<file path="src/rtl/lcd_reset_seq.sv">
// Timed reset-pulse sequencer for the ILI9341 panel reset pin: pulse phase, recovery phase, done pulse.
// Optional: define LCD_RESET_SEQ_POWERUP_EN to run one automatic sequence after every rst release.
module lcd_reset_seq #(
    parameter int PULSE_CYCLES = 16,
    parameter int WAIT_CYCLES  = 32
) (
    input  logic clk,
    input  logic rst,
    input  logic i_start,
    input  logic i_reset_val,
    output logic o_lcd_rst,
    output logic o_busy,
    output logic o_done
);
    localparam int MAX_CYCLES = (PULSE_CYCLES > WAIT_CYCLES) ? PULSE_CYCLES : WAIT_CYCLES;
    localparam int CNT_W      = (MAX_CYCLES > 1) ? $clog2(MAX_CYCLES) : 1;

    localparam logic [CNT_W-1:0] PULSE_LOAD = CNT_W'(PULSE_CYCLES - 1);
    localparam logic [CNT_W-1:0] WAIT_LOAD  = CNT_W'(WAIT_CYCLES - 1);
    localparam logic [CNT_W-1:0] CNT_ONE    = CNT_W'(1);

    typedef enum logic [1:0] {
        ST_IDLE   = 2'd0,
        ST_ASSERT = 2'd1,
        ST_WAIT   = 2'd2,
        ST_DONE   = 2'd3
    } state_t;

    state_t           state_q;
    logic [CNT_W-1:0] cnt_q;
    logic             r_val_q;
    logic             lcd_rst_q;
    logic             busy_q;
    logic             done_q;
    logic             start_d;
    logic             val_d;

`ifdef LCD_RESET_SEQ_POWERUP_EN
    logic pwrup_q;

    // The first edge after release behaves like a real-reset start request.
    assign start_d = i_start | pwrup_q;
    assign val_d   = pwrup_q ? 1'b0 : i_reset_val;
`else
    assign start_d = i_start;
    assign val_d   = i_reset_val;
`endif

    always_ff @(posedge clk or negedge rst) begin
        if (!rst) begin
            state_q   <= ST_IDLE;
            cnt_q     <= '0;
            r_val_q   <= 1'b1;
            lcd_rst_q <= 1'b1;
            busy_q    <= 1'b0;
            done_q    <= 1'b0;
`ifdef LCD_RESET_SEQ_POWERUP_EN
            pwrup_q   <= 1'b1;
`endif
        end else begin
`ifdef LCD_RESET_SEQ_POWERUP_EN
            pwrup_q   <= 1'b0;
`endif
            // Outputs register the current state, so they trail the state by one edge.
            lcd_rst_q <= (state_q == ST_ASSERT) ? r_val_q : 1'b1;
            busy_q    <= (state_q != ST_IDLE);
            done_q    <= (state_q == ST_DONE);

            case (state_q)
                ST_IDLE: begin
                    if (start_d) begin
                        state_q <= ST_ASSERT;
                        cnt_q   <= PULSE_LOAD;
                        r_val_q <= val_d;
                    end
                end
                ST_ASSERT: begin
                    if (cnt_q == '0) begin
                        state_q <= ST_WAIT;
                        cnt_q   <= WAIT_LOAD;
                    end else begin
                        cnt_q <= cnt_q - CNT_ONE;
                    end
                end
                ST_WAIT: begin
                    if (cnt_q == '0) begin
                        state_q <= ST_DONE;
                    end else begin
                        cnt_q <= cnt_q - CNT_ONE;
                    end
                end
                ST_DONE: begin
                    state_q <= ST_IDLE;
                end
                default: begin
                    state_q <= ST_IDLE;
                end
            endcase
        end
    end

    assign o_lcd_rst = lcd_rst_q;
    assign o_busy    = busy_q;
    assign o_done    = done_q;
endmodule

</file>
<file path="config.mk">
export PLATFORM = sky130hd
export DESIGN_NAME = lcd_reset_seq
export DESIGN_NICKNAME = d
export VERILOG_FILES = /design/src/rtl/lcd_reset_seq.sv
export SDC_FILE = /design/constraint.sdc
export NUM_CORES = 1
export LEC_CHECK = 0
export BUFFER_PORTS_ARGS = -buffer_cell sky130_fd_sc_hd__buf_4
export CORE_AREA = 2 2 39 41
export DETAILED_ROUTE_END_ITERATION = 7
export DIE_AREA = 0 0 41 43
export GPL_TIMING_DRIVEN = 0
export PLACE_DENSITY = 0.68
export SKIP_CTS_REPAIR_TIMING = 1
export SLEW_MARGIN = 20
export SYNTH_ARGS = -nofsm -noshare
export SYNTH_HDL_FRONTEND = slang
export SYNTH_SLANG_ARGS = --single-unit
</file>
<file path="constraint.sdc">
create_clock -name clk -period 2.15 [get_ports clk]
set_clock_uncertainty 0.05 [all_clocks]
set_input_delay 0.1075 -clock clk [delete_from_list [all_inputs] [get_ports clk]]
set_output_delay 0.1075 -clock clk [all_outputs]
set_load 0.1 [all_outputs]
</file>
==> results_dict.tcl <==
set metrics [dict create \
    critical_path_class "flop to flop" \
    min_period_ps 1813 \
    core_mm2 0.001384 \
    syn_inst 57 \
    htree_levels 1 \
    rsz0062_at_grt "false" \
    placed_area_um2 691.9 \
    cell_internal_pwr_uw 283.9 \
    reg2reg_slack_ps 340 \
    finalSetupViolCount 0 \
    synth_area_per_cell_um2 11.00 \
    grt_use_total 0.1509 \
    cts_buffers 3 \
    cts-root-buf "clkbuf_4" \
    switching_power_uw 71.38 \
    crit_path_start "state_q[0]$_DFFE_PN0P_" \
    design.die.area_mm2 0.001763 \
    ir_worst_vdd_uv 327.2 \
    fmax_ghz 0.5516 \
    utilization 0.5262 \
    grtUsageMet1 0.1993 \
    die_x_um 41 \
    endpoint_kind "flop" \
    pwr-share-clk 0.389 \
    cts_tree "yes" \
    start_util 0.4530 \
    grt_pass1_vias 411 \
    busiest_layer "met2" \
    cts_buffer_depth 2 \
    setup_ws_ps 337.1 \
    outcome "finished, final reports clean" \
    critical_path.max_stage_delay_ps 380 \
    fin_nets 79 \
    maxSlewViolCount 0 \
    routed_wl_um 1068 \
    firstDrtPassIters 4 \
    synthesis.area_um2 626.9 \
    pwr-share-seq 0.583 \
    num_io_pins 7 \
    cp_top_family "flip-flops" \
    critPathLaunchType "flop" \
    initialDrtViolationCount 10 \
    rows 14 \
    combinationalPowerShare 0.028 \
    dp_hpwl_um 809.4 \
    pre_cts_ws_ps 353.8 \
    num_vias 477 \
    period_share 0.8432 \
    clk_latency_ps 270 \
    grt.met2_usage 0.2031 \
    io_buffers 6 \
    p_per_area_mw_per_mm2 487.8 \
    route.antenna.remaining_nets 0 \
    p_leak_uw 0.0003392 \
    worst_path_max_delay_cell "dfrtp_1" \
    reg2reg_from "state_q[0]$_DFFE_PN0P_" \
    worstPathArrival_ps 1920 \
    swShare 0.2009 \
    post-route-cell-area_um2 728.2 \
    yosysWarnings 0 \
    die_h_um 43 \
    grt_pass1_wl_um 1738 \
    yosysSeqAreaShare 0.4431 \
    drv_cap 0 \
    grt-ovfl-total 0 \
    grt.met3_usage 0.04712 \
    via_per_inst 5.679 \
    required_ps 2250 \
    gp_congestion 0.7446 \
    wl_per_cell_um 12.71 \
    drive_above_1_share 0.2059 \
    syn-num-nets 67 \
    drt_drc_violations_left 0 \
    min_from "i_reset_val" \
    path_cells "inv_1 > ha_1 > nor2_1 > o21ai_1 > mux2_1" \
    timing.critical_path.buf_inv 1 \
    synth-seq-cells 11 \
    hold_violations 0 \
    grt_max_degree 12 \
    cts.sinks 11 \
    diodes 0 \
    slew-limit-headroom 0.6210 \
    antenna_found_initial 0 \
    synth_cell_types 26 \
    worst-slew-pin-transition_ps 565.0 \
    tns_ps 0 \
    syn2layout_area_growth_pct 16.17 \
    clkSlewWorstSetupHoldPaths_ps 70 \
    holdCritPathClass "input port to flop" \
    cp_max_fo 6 \
]
-- Yosys cell counts --
master     count  area [µm²]
nor4b_2        1       15.01
a21oi_1        2       10.01
mux2_1         2       22.52
o21ai_1        1       5.000
nand2_1        1       3.750
nand3_1        2       10.01
nor2b_1        1       6.260
dfstp_2        2       52.55
o31ai_1        1       7.510
o22a_1         3       26.28
a211oi_1       1       7.510
dfrtp_1        9       225.2
a22o_1         1       8.760
o21ai_0        3       15.01
nor2_1         3       11.26
o211a_1        1       10.01
nand2b_1       3       18.77
o2111ai_2      1       15.01
o211ai_1       1       7.510
mux2i_1        1       10.01
ha_1           6       75.07
or4b_4         1       13.76
o21bai_1       1       7.510
inv_1          7       26.28
o2111ai_1      1       8.760
or4_1          1       7.510
-- layer usage --
| layer | up-vias | wire [µm] |
|---|---|---|
| li1 | 233 | - |
| met1 | 237 | 506 |
| met2 | 3 | 525 |
| met3 | 4 | 16 |
| met4 | 0 | 20 |
| met5 | - | 0 |
-- cells in the final DEF, fill, tap and decap left out --
cell type      instances
or4_1                  1
o21ai_1                1
nand2b_1               3
dfstp_2                2
nor2b_1                1
clkbuf_1               1
a22o_1                 1
o211ai_1               1
dfrtp_1                9
o2111ai_1              1
a21oi_1                2
nor4b_2                1
o211a_1                1
a211oi_1               1
o22a_1                 3
inv_1                  7
nand2_1                1
buf_4                  6
nor2_1                 3
or4b_4                 1
o21ai_0                3
clkbuf_4               3
ha_1                   6
nand3_1                2
o31ai_1                1
mux2_1                 2
o21bai_1               1
dlygate4sd3_1          1
mux2i_1                1
o2111ai_2              1
-- path summary, 6_finish.rpt --
kind                                           to  depth (start not counted)
max reg2reg                state_q[1]$_DFFE_PN0P_                          5
max                        state_q[1]$_DFFE_PN0P_                          5
min                           r_val_q$_DFFE_PN1P_                          2
max in group asynchronous     o_lcd_rst$_DFF_PN1_                          2
min reg2reg                   o_lcd_rst$_DFF_PN1_                          1
min in group asynchronous    cnt_q[2]$_DFFE_PN0P_                          2
-- stage by stage --
step           total power, µW  hold slack [ps]  cells
6_report                 355.3            8.527     84
5_1_grt                  375.5            3.778     84
4_1_cts                  361.4           -395.9     83
3_5_place_dp             219.7           -101.1     79
3_3_place_gp             219.6           -101.1     79
2_1_floorplan            211.2           -238.1     57
-- cells by family after synthesis --
family / after synthesis / share of synthesized area
AOI/OAI and AO/OA: 17 / 0.2056
adders and majority gates: 6 / 0.1198
buffers and inverters: 7 / 0.04192
DFF: 11 / 0.4431
muxes: 3 / 0.05189
and+or+nand+nor: 13 / 0.1377
-- flip-flops by register name, indices dropped and copies added, names as in the netlist --
register   count
o_done         1
o_lcd_rst      1
cnt_q          5
state_q        2
o_busy         1
r_val_q        1
-- final cells by class --
cell class | instances | area (µm²)
well taps | 16 | 20.02
flip-flops and latches | 11 | 277.8
repair buffers | 7 | 55.05
inverters | 7 | 26.28
clock buffers | 4 | 26.28
multi-input cells | 39 | 322.8
fillers | 120 | 655.6
-- power by group through the flow --
stage | logic, µW | registers [µW] | clock network [µW]
final | 9.88 | 207 | 138
after CTS | 8.92 | 207 | 146
after detailed placement | 8.84 | 211 | 0
after floorplan | 0.292 | 211 | 0
after global placement | 8.77 | 211 | 0
after global routing | 11.6 | 207 | 157
Note: power is estimated with default switching activity, not from simulation.
